===== src/rtl/axis_rr_mux.sv =====
// AXI-Stream N:1 packet multiplexer with round-robin arbitration.
//
// state     | meaning
// ----------+-------------------------------------------------------------
// ST_IDLE   | no channel owns the output; pick next requester round-robin
// ST_LOCKED | granted channel owns the output until its tlast is accepted
//
// Each accepted input beat is captured in a single output register stage,
// so data appears on the master side one cycle after acceptance. The grant
// is held for a whole packet. Every packet boundary costs one IDLE cycle,
// which is spent picking the next channel.
module axis_rr_mux #(
  parameter int DATA_SIZE = 32,
  parameter int ID_SIZE   = 4,
  parameter int NUM_CH    = 4,
  parameter int TID_MODE  = 0
) (
  input  logic                          aclk,
  input  logic                          areset_n,
  input  logic [NUM_CH-1:0]             s_tvalid,
  output logic [NUM_CH-1:0]             s_tready,
  input  logic [NUM_CH-1:0]             s_tlast,
  input  logic [NUM_CH*DATA_SIZE-1:0]   s_tdata,
  input  logic [NUM_CH*ID_SIZE-1:0]     s_tid,
  output logic                          m_tvalid,
  input  logic                          m_tready,
  output logic                          m_tlast,
  output logic [DATA_SIZE-1:0]          m_tdata,
  output logic [ID_SIZE-1:0]            m_tid
);

  localparam int GW = (NUM_CH > 1) ? $clog2(NUM_CH) : 1;

  typedef enum logic {
    ST_IDLE   = 1'b0,
    ST_LOCKED = 1'b1
  } state_t;

  state_t               r_state;
  state_t               w_state_nxt;
  logic [GW-1:0]        r_grant;
  logic [GW-1:0]        w_grant_nxt;
  logic [GW-1:0]        r_last_grant;
  logic [GW-1:0]        w_last_grant_nxt;
  logic [GW-1:0]        w_rr_sel;
  logic                 w_rr_found;
  logic                 w_out_free;
  logic                 w_accept;
  logic                 w_sel_valid;
  logic                 w_sel_last;
  logic [DATA_SIZE-1:0] w_sel_data;
  logic [ID_SIZE-1:0]   w_sel_tid;
  logic [ID_SIZE-1:0]   w_tid_out;

  logic                 r_m_tvalid;
  logic                 r_m_tlast;
  logic [DATA_SIZE-1:0] r_m_tdata;
  logic [ID_SIZE-1:0]   r_m_tid;

  // Round-robin search: first requesting channel after the last granted one.
  always_comb begin
    int v_idx;
    w_rr_sel   = r_last_grant;
    w_rr_found = 1'b0;
    v_idx      = 0;
    for (int i = 1; i <= NUM_CH; i++) begin
      v_idx = (int'(r_last_grant) + i) % NUM_CH;
      if (!w_rr_found && s_tvalid[v_idx[GW-1:0]]) begin
        w_rr_sel   = v_idx[GW-1:0];
        w_rr_found = 1'b1;
      end
    end
  end

  // Mux the granted channel's sideband and payload; other channels are ignored.
  always_comb begin
    w_sel_valid = 1'b0;
    w_sel_last  = 1'b0;
    w_sel_data  = '0;
    w_sel_tid   = '0;
    for (int k = 0; k < NUM_CH; k++) begin
      if (r_grant == GW'(k)) begin
        w_sel_valid = s_tvalid[k];
        w_sel_last  = s_tlast[k];
        w_sel_data  = s_tdata[k*DATA_SIZE +: DATA_SIZE];
        w_sel_tid   = s_tid[k*ID_SIZE +: ID_SIZE];
      end
    end
  end

  // The output register can take a new beat when empty or draining this cycle.
  assign w_out_free = !r_m_tvalid || m_tready;

  // Channel index or passthrough tid, chosen at elaboration.
  assign w_tid_out = (TID_MODE != 0) ? w_sel_tid : ID_SIZE'(r_grant);

  // Next-state, grant bookkeeping and slave-side ready.
  always_comb begin
    w_state_nxt      = r_state;
    w_grant_nxt      = r_grant;
    w_last_grant_nxt = r_last_grant;
    w_accept         = 1'b0;
    s_tready         = '0;
    case (r_state)
      ST_IDLE: begin
        if (w_rr_found) begin
          w_grant_nxt = w_rr_sel;
          w_state_nxt = ST_LOCKED;
        end
      end
      ST_LOCKED: begin
        s_tready = w_out_free ? (NUM_CH'(1) << r_grant) : '0;
        w_accept = w_sel_valid && w_out_free;
        if (w_accept && w_sel_last) begin
          w_last_grant_nxt = r_grant;
          w_state_nxt      = ST_IDLE;
        end
      end
      default: begin
        w_state_nxt = ST_IDLE;
      end
    endcase
  end

  // Arbiter state; after reset channel 0 is first in line.
  always_ff @(posedge aclk or negedge areset_n) begin
    if (!areset_n) begin
      r_state      <= ST_IDLE;
      r_grant      <= '0;
      r_last_grant <= GW'(NUM_CH - 1);
    end else begin
      r_state      <= w_state_nxt;
      r_grant      <= w_grant_nxt;
      r_last_grant <= w_last_grant_nxt;
    end
  end

  // Output beat register: load on accept, otherwise hold until drained.
  always_ff @(posedge aclk or negedge areset_n) begin
    if (!areset_n) begin
      r_m_tvalid <= 1'b0;
      r_m_tlast  <= 1'b0;
      r_m_tdata  <= '0;
      r_m_tid    <= '0;
    end else if (w_accept) begin
      r_m_tvalid <= 1'b1;
      r_m_tlast  <= w_sel_last;
      r_m_tdata  <= w_sel_data;
      r_m_tid    <= w_tid_out;
    end else if (m_tready) begin
      r_m_tvalid <= 1'b0;
    end
  end

  assign m_tvalid = r_m_tvalid;
  assign m_tlast  = r_m_tlast;
  assign m_tdata  = r_m_tdata;
  assign m_tid    = r_m_tid;

endmodule

===== config.mk =====
export PLATFORM = sky130hd
export DESIGN_NAME = axis_rr_mux
export DESIGN_NICKNAME = d
export VERILOG_FILES = /design/src/rtl/axis_rr_mux.sv
export SDC_FILE = /design/constraint.sdc
export NUM_CORES = 1
export LEC_CHECK = 0
export BUFFER_PORTS_ARGS = -buffer_cell sky130_fd_sc_hd__buf_2
export CAP_MARGIN = 5
export CORE_MARGIN = 4
export CORE_UTILIZATION = 44
export CTS_CLUSTER_DIAMETER = 50
export DETAILED_ROUTE_END_ITERATION = 12
export PLACE_DENSITY_LB_ADDON = 0.3
export SLEW_MARGIN = 20
export SYNTH_ARGS = -nofsm -noshare
export SYNTH_HDL_FRONTEND = slang
export SYNTH_SLANG_ARGS = --single-unit

===== constraint.sdc =====
create_clock -name aclk -period 3.83 [get_ports aclk]
set_input_delay 0.383 -clock aclk [delete_from_list [all_inputs] [get_ports aclk]]
set_output_delay 0.383 -clock aclk [all_outputs]
set_load 0.01 [all_outputs]

==> reports/metrics.csv, run 1 <==
metric,value,unit
status,"complete, no violations",
"Distinct cells, synth",33,
"Req. time, crit path",4.00,ns
"Hold Violations, Final",0,
Post-Route WL,7260,um
crit share post-route,60.2,%
worst slew pin tran,0.916,ns
diode count,0,
vias in the first global route,2407,
Fmax,434,MHz
Syn Inst Count,160,
crit path time final,2.30,ns
Row Count,27,
synthesized flop and latch total,41,
Top Ports,197,
R2R setup slack,1.53,ns
total CTS buffers,5,
WP data arrival,2.47,ns
max-slew violation count,0,
GRT Total Usage,20.3,%
Hold Slack,0.224,ns
Slew Limit Headroom,39.0,%
P&R area growth vs syn,37.6,%
routed via count,2138,
design area,3600,sq um
max-cap check violation count,0,
clk_lat worst skew,0.29,ns
sequential fraction of the synthesis area,39.3,%
"Avg Cell Area, Syn",16.3,sq um
"most common cell after layout, fill and taps aside",buf_2,
Die Area,7240,sq um
initial core utilization,46.4,%
worst vdd ir,0.000470,V
GRT overflow,0,
pwr dens,785,nW/um^2
CTS tree,done,
"EDFF count, synth",0,
crit path kind,flop to flop,
CTS Buffer Depth,2,
CP max FO,37,
worst stage delay on the critical path,0.75,ns
crit-path cells,mux4_2 -> nand3_4 -> mux2_4,
Post-DRT Antenna Nets,0,
Die X,85.1,um
Die Ht,85.1,um
Worst Setup End Kind,flop,
worst path bufs/invs,0,
"Power, Total",2.83,mW
"Cell Area, Synth",2620,sq um
H-tree lvl count,2,
crit path from,r_grant[0],
Synth Flop Type,dfrtp_1,
Final Worst Setup Slack,1.53,ns
DRT iter0 DRCs,59,
clock-pin slew on the worst setup and hold paths,0.07,ns
pin count of the biggest net entering global routing,42,
drt wl/cell,17.9,um
GPL Wtd Cong,0.814,
drt via density,5.27,
most frequent cells in the layout,"178 x buf_2, 38 x dfrtp_1, 34 x mux4_2",
"Largest delay share family, worst path",multiplexers,
DR DRC count,0,
clock skew,0.00869,ns
CP startpoint kind,flop,
PortBufs,178,
Layout fillers,468,
post-DP HPWL,5760,um
RR Startpoint,r_grant[0],
RSZ-0062 raised after global routing,false,
post-cts resize count,0,
total leakage power,1.83,nW
R2R cell count,3,
pre-CTS WS,1.51,ns
CTS root buf,clkbuf_8,
R2R Path End,m_tdata[21],
# hold bufs at CTS,0,
final-report setup violation count,0,
DRT Pass-1 Iters,4,
critical path's slowest cell,dfrtp_2,
first-pass GRT wire length,11600,um
ys async rst share,100,%
Hold Crit Class,primary input to asynchronous set/reset pin,
placed instance area,3510,sq um
"Setup Fix Bufs, Post-CTS",0,
clock sink count,41,
YS warnings,0,
CORE AREA,5640,sq um
layout cell share with drive strength beyond 1,78.7,%
initial antenna violation count,0,
Fin Setup TNS,0,ns
Layout Nets,488,
[metrics by stage]
stage / cells / util [%]
after floorplan: 161 / -
after global placement: 398 / 62.3
after detailed placement: 398 / 62.3
after CTS: 406 / 63.8
after global routing: 406 / 63.8
final: 406 / 63.8
[report_power, final]
part           internal (mW)  total [mW]  switching, mW
combinational           1.02        1.71          0.691
clock                  0.126       0.266          0.140
sequential             0.675       0.853          0.178
[registers in the layout (all words and copies together) (netlist names)]
name          count
m_tdata          32
m_tid             2
m_tlast           1
m_tvalid          1
r_grant           2
r_last_grant      2
r_state           1
[area by class of cell]
class	count	area, sq um	area share [%]
Tap cell	72	90.1	2.50
Multi-Input combinational cell	103	1480	41.2
Inverter	2	7.51	0.209
Clock inverter	2	10.0	0.278
Sequential cell	41	1030	28.6
Timing Repair Buffer	180	906	25.2
Clock buffer	6	72.6	2.02
[routing by layer]
metal  up-vias  GRT usage (%)  wire, um
li1        977              -         -
met1      1068           22.6      2610
met2        86           38.3      4020
met3         7           5.05       535
met4         0           4.89        88
met5         -              0         0
[cell families (layout without fill, tap and decap cells)]
| kind of cell | count (synthesis) | count (layout) | share of synthesized area [%] |
|---|---|---|---|
| buffers and inverters | 17 | 190 | 4.16 |
| flip-flops | 41 | 41 | 39.3 |
| AND/OR/NAND/NOR | 20 | 20 | 4.50 |
| multiplexers | 71 | 71 | 48.9 |
| other | 1 | 2 | 0.143 |
| AO/OA/AOI/OAI | 10 | 10 | 3.01 |
[worst max path at each step]
stage               cells after the start           to  slack (ns)
detailed placement                      3  m_tdata[21]        1.51
global placement                        3  m_tdata[15]        1.55
finish                                  3  m_tdata[21]        1.53
global route                            3  m_tdata[13]        1.37
floorplan                               4  m_tdata[10]        2.16
CTS                                     3  m_tdata[21]        1.50
[synthesized netlist by cell type (all sizes together) (2+ instances only)]
cell	n	area share, %
buf	12	3.4
dfrtp	39	37
inv	2	0.29
mux2i	2	0.77
nand2	4	0.57
o2bb2ai	2	0.67
mux2	35	19
nor3	2	0.38
a21oi	2	0.38
nand2b	3	0.72
nor2	4	0.57
clkbuf	3	0.43
mux4	34	29
dfstp	2	2.0
nand3	2	0.86
Power figures use the tool's default switching activity.
==> inputs of run 2 (changes only) <==
--- a/config.mk
+++ b/config.mk
@@ -8,7 +8,7 @@
 export BUFFER_PORTS_ARGS = -buffer_cell sky130_fd_sc_hd__buf_2
 export CAP_MARGIN = 5
 export CORE_MARGIN = 4
-export CORE_UTILIZATION = 44
+export CORE_UTILIZATION = 41
 export CTS_CLUSTER_DIAMETER = 50
 export DETAILED_ROUTE_END_ITERATION = 12
 export PLACE_DENSITY_LB_ADDON = 0.3
==> constraint.sdc (replaced) <==
create_clock -name aclk -period 2.27 [get_ports aclk]
set_input_delay 0.227 -clock aclk [delete_from_list [all_inputs] [get_ports aclk]]
set_output_delay 0.227 -clock aclk [all_outputs]
set_load 0.01 [all_outputs]
==> reports/metrics.csv, run 2 (same netlist as run 1, synthesis figures left out) <==
metric,value,unit
Fmax,535,MHz
"most common cell after layout, fill and taps aside",buf_2,
GPL Wtd Cong,0.826,
pwr dens,1350,nW/um^2
CTS root buf,clkbuf_8,
total CTS buffers,5,
DR DRC count,0,
Slew Limit Headroom,61.8,%
crit path kind,flop to flop,
layout cell share with drive strength beyond 1,78.8,%
pre-CTS WS,0.391,ns
CP max FO,20,
GRT overflow,0,
"Setup Fix Bufs, Post-CTS",0,
Top Ports,197,
R2R cell count,4,
final-report setup violation count,0,
crit path time final,1.87,ns
Fin Setup TNS,0,ns
Die Ht,87.9,um
initial core utilization,43.1,%
Hold Slack,0.283,ns
Layout Nets,493,
most frequent cells in the layout,"178 x buf_2, 38 x dfrtp_1, 34 x mux4_2",
crit share post-route,82.4,%
post-route insts no fill,414,
RSZ-0062 raised after global routing,false,
clk_lat worst skew,0.29,ns
CTS tree,done,
max-cap check violation count,0,
clock skew,0.00992,ns
CORE AREA,6060,sq um
Largest register FFs,32,
WHS Path Cells,3,
design area,3710,sq um
P&R area growth vs syn,42.0,%
"Hold Violations, Final",0,
initial antenna violation count,0,
first-pass GRT wire length,11300,um
total leakage power,1.88,nW
status,"complete, no violations",
drt wl/cell,17.7,um
clock sink count,41,
worst slew pin tran,0.572,ns
pin count of the biggest net entering global routing,39,
CP startpoint kind,flop,
vias in the first global route,2368,
Layout fillers,499,
placed instance area,3590,sq um
CTS Buffer Depth,2,
Die Area,7720,sq um
max-slew violation count,0,
DRT Pass-1 Iters,4,
Die X,87.9,um
Worst Setup End Kind,flop,
fin util,61.3,%
GRT Total Usage,18.9,%
Placed Instances,405,
routed via count,2153,
"Req. time, crit path",2.44,ns
Hold Crit Class,primary input to flop,
diode count,0,
drt via density,5.20,
post-DP HPWL,5900,um
H-tree lvl count,2,
Row Count,28,
worst vdd ir,0.000813,V
clock-pin slew on the worst setup and hold paths,0.07,ns
WP data arrival,2.04,ns
post-cts resize count,0,
Post-DRT Antenna Nets,0,
Final Worst Setup Slack,0.399,ns
"Power, Total",5.02,mW
R2R setup slack,0.40,ns
DRT iter0 DRCs,31,
PortBufs,178,
Post-Route WL,7330,um
## run 2: changes by cell type in the layout (fill, tap and decap cells not counted)
cell | before | now
buf_12 | 0 | 3
clkinv_2 | 2 | 0
buf_4 | 2 | 3
bufinv_16 | 0 | 1
clkbuf_8 | 5 | 6
dlygate4sd3_1 | 0 | 1
## run 2: final timing paths
| path | start | end |
|---|---|---|
| worst min-delay path | s_tvalid[0] | r_grant[0] |
| worst max-delay path | r_grant[1] | m_tdata[17] |
| min in group asynchronous | areset_n | m_tdata[24] |
| max in group asynchronous | areset_n | r_grant[0] |
| worst max register to register | r_grant[1] | m_tdata[17] |
| worst min register to register | m_tid[1] | m_tid[1] |
## run 2: power by group
group	switching (mW)	internal, mW	total [mW]	leakage [nW]
clock network	0.237	0.358	0.595	0.0585
registers	0.246	1.14	1.39	0.473
logic	1.25	1.78	3.04	1.35
## run 2: layer usage
metal | GRT usage, % | part of all wire (%) | routed length [um]
met5 | 0 | 0 | 0
met4 | 5.02 | 1.3 | 95
met3 | 4.52 | 8.5 | 625
met2 | 35.0 | 54 | 3970
met1 | 21.7 | 36 | 2630
## run 2: timing repair
action	4_1_cts	5_1_grt
endpoints found under the setup margin	0	0
hold endpoints to repair	20	0
hold buffers	1	0
## run 2: final cells by class
class	instances	area, sq um	share of cell area (%)
inverters	2	7.51	0.202
well taps	75	93.8	2.53
repair buffers	185	983	26.5
multi-input cells	103	1480	39.9
clock buffers	7	86.3	2.33
flip-flops and latches	41	1030	27.7
clock inverters	1	30.0	0.809
## run 2: critical path, stage by stage (launching register included)
cell and delay [ns]:
dfrtp_1 0.38, mux4_2 0.56, nand3_4 0.27, buf_12 0.23, mux2_4 0.31
==> inputs of run 3 (changes only) <==
--- a/config.mk
+++ b/config.mk
@@ -5,10 +5,11 @@
 export SDC_FILE = /design/constraint.sdc
 export NUM_CORES = 1
 export LEC_CHECK = 0
+export ABC_AREA = 1
 export BUFFER_PORTS_ARGS = -buffer_cell sky130_fd_sc_hd__buf_2
 export CAP_MARGIN = 5
 export CORE_MARGIN = 4
-export CORE_UTILIZATION = 41
+export CORE_UTILIZATION = 36
 export CTS_CLUSTER_DIAMETER = 50
 export DETAILED_ROUTE_END_ITERATION = 12
 export PLACE_DENSITY_LB_ADDON = 0.3
==> constraint.sdc (replaced) <==
create_clock -name aclk -period 1.65 [get_ports aclk]
set_input_delay 0.165 -clock aclk [delete_from_list [all_inputs] [get_ports aclk]]
set_output_delay 0.165 -clock aclk [all_outputs]
set_load 0.01 [all_outputs]
==> reports/metrics.csv, run 3 <==
metric,value,unit
WHS Path Cells,3,
Hold Startpoint,s_tdata[117],
clock sink count,41,
initial antenna violation count,0,
CP startpoint kind,flop,
drt via density,4.97,
pwr dens,1880,nW/um^2
DR DRC count,0,
CTS Buffer Depth,2,
total leakage power,2.09,nW
H-tree lvl count,2,
GRT overflow,0,
post-synthesis compound-gate area fraction,16.7,%
"most common cell after layout, fill and taps aside",buf_2,
R2R cell count,9,
RSZ-0062 raised after global routing,true,
Worst Setup End Kind,flop,
"Req. time, crit path",1.83,ns
post-synthesis mux area share,0,%
Placed Instances,638,
post-DP HPWL,6830,um
Post-DRT Antenna Nets,0,
P&R area growth vs syn,46.6,%
GPL Wtd Cong,0.815,
drt wl/cell,14.1,um
main combinational cell family by area after synthesis,simple AND/OR/NAND/NOR gates,
DRT iter0 DRCs,104,
Post-Route WL,9150,um
Synth top area share,38.2,%
Row Count,30,
Fin Setup TNS,0,ns
adder-cell share of the synthesized area,0,%
top post-synthesis cells by count,"149 x nand2_1, 57 x nand3_1, 39 x dfrtp_1, 38 x o21ai_1, 22 x a21oi_1",
sequential fraction of the synthesis area,40.3,%
CORE AREA,6830,sq um
fin util,54.8,%
post-synth top area cell,dfrtp_1,
Hold Slack,0.142,ns
Top Ports,197,
ys async rst share,100,%
Die Ht,92.2,um
"Hold Violations, Final",0,
routed via count,3224,
Area contributors post-synth,"dfrtp_1 38%, nand2_1 22%, nand3_1 11%",
"EDFF count, synth",0,
"Avg Cell Area, Syn",6.79,sq um
layout cell share with drive strength beyond 1,38.2,%
clk_lat worst skew,0.29,ns
Largest register FFs,32,
Layout fillers,710,
Post-Synth XOR/XNOR Area,0,%
Hold Path End,m_tdata[21],
"Cell Area, Synth",2550,sq um
GRT Total Usage,20.7,%
CTS tree,done,
Final Worst Setup Slack,0.121,ns
synthesized flop and latch total,41,
post-route insts no fill,649,
Synth Flop Type,dfrtp_1,
Die X,92.2,um
crit share post-route,92.6,%
status,"complete, no violations",
YS warnings,0,
CP max FO,8,
initial core utilization,37.4,%
max-cap check violation count,0,
diode count,0,
total CTS buffers,5,
R2R Path End,r_state,
first-pass GRT wire length,14200,um
clock skew,0.0104,ns
Layout Nets,707,
WP data arrival,1.71,ns
vias in the first global route,3045,
most frequent cells in the layout,"178 x buf_2, 148 x nand2_1, 57 x nand3_1",
Fmax,654,MHz
Syn Inst Count,376,
max-slew violation count,0,
"Distinct cells, synth",22,
RR Startpoint,r_last_grant[0],
pin count of the biggest net entering global routing,45,
crit path kind,flop to flop,
clock-pin slew on the worst setup and hold paths,0.09,ns
Hold Crit Class,primary input to flop,
CTS root buf,clkbuf_8,
DRT Pass-1 Iters,6,
crit path time final,1.53,ns
PortBufs,178,
final-report setup violation count,0,
Die Area,8500,sq um
top-count cell post-synth,nand2_1,
pre-CTS WS,0.0983,ns
R2R setup slack,0.12,ns
Synth Area in Simple Gates,35.1,%
worst vdd ir,0.000826,V
-- run 3: cell count changes after synthesis, sizes merged, moves of 20 or more --
| cell | before | now |
|---|---|---|
| nand3 | 2 | 57 |
| mux4 | 34 | 0 |
| a21oi | 2 | 22 |
| mux2 | 35 | 0 |
| nand2 | 4 | 149 |
| o21ai | 0 | 39 |
-- run 3: what timing repair did --
action / 4_1_cts / 5_1_grt
endpoints found under the hold margin: 39 / 0
hold buffers: 1 / 0
setup endpoints to repair: 0 / 19
resized for setup: 0 / 3
setup buffers: 0 / 1
-- run 3: report_power, final --
part | leakage, nW | switching [mW] | internal [mW]
registers | 0.505 | 0.274 | 1.51
logic | 1.53 | 2.74 | 1.79
clock network | 0.0512 | 0.353 | 0.339
-- run 3: worst max-delay path by stage --
stage	start	to	slack, ns	depth (start not counted)
3_3_place_gp	r_grant[1]	r_state	0.13	7
5_1_grt	r_last_grant[0]	r_state	-0.006	9
3_5_place_dp	r_grant[1]	r_state	0.1	7
6_report	r_last_grant[0]	r_state	0.12	9
4_1_cts	r_grant[0]	s_tready[1]	0.07	4
2_1_floorplan	r_last_grant[0]	r_grant[0]	0.14	12
-- run 3: metrics by stage --
| step | cell area, sq um | total power, mW |
|---|---|---|
| 6_report | 3740 | 7.02 |
| 2_1_floorplan | 2560 | 4.64 |
| 3_3_place_gp | 3590 | 6.09 |
| 4_1_cts | 3700 | 6.93 |
| 3_5_place_dp | 3590 | 6.21 |
| 5_1_grt | 3740 | 7.67 |
-- run 3: critical path, cell delays in order, from the launching register on --
cell     delay, ns
dfstp_2       0.54
inv_1         0.11
nand2_1       0.11
nand2_1       0.07
nand2_1       0.07
nand2_1       0.07
nor2_1        0.09
nand3_1       0.13
o21ai_1       0.19
inv_2         0.04
-- run 3: area by class of cell --
| type | count | area [sq um] | share of cell area [%] |
|---|---|---|---|
| clock buffers | 6 | 82.6 | 2.21 |
| clock inverters | 2 | 13.8 | 0.368 |
| inverters | 17 | 63.8 | 1.71 |
| multi-input cells | 293 | 1330 | 35.7 |
| flip-flops and latches | 41 | 1030 | 27.5 |
| well taps | 96 | 120 | 3.21 |
| repair buffers | 194 | 1100 | 29.3 |
-- run 3: logic make-up after synthesis --
family	Yosys count
simple gates	216
compound gates	75
buf+inv	43
flops	41
other cells	1
-- run 3: layer usage --
layer / vias up / track usage (%) / share of wire, %
li1: 1607 / - / -
met1: 1463 / 24.4 / 41
met2: 150 / 37.8 / 51
met3: 4 / 4.18 / 8.0
met4: 0 / 5.57 / 0.62
met5: - / 0 / 0
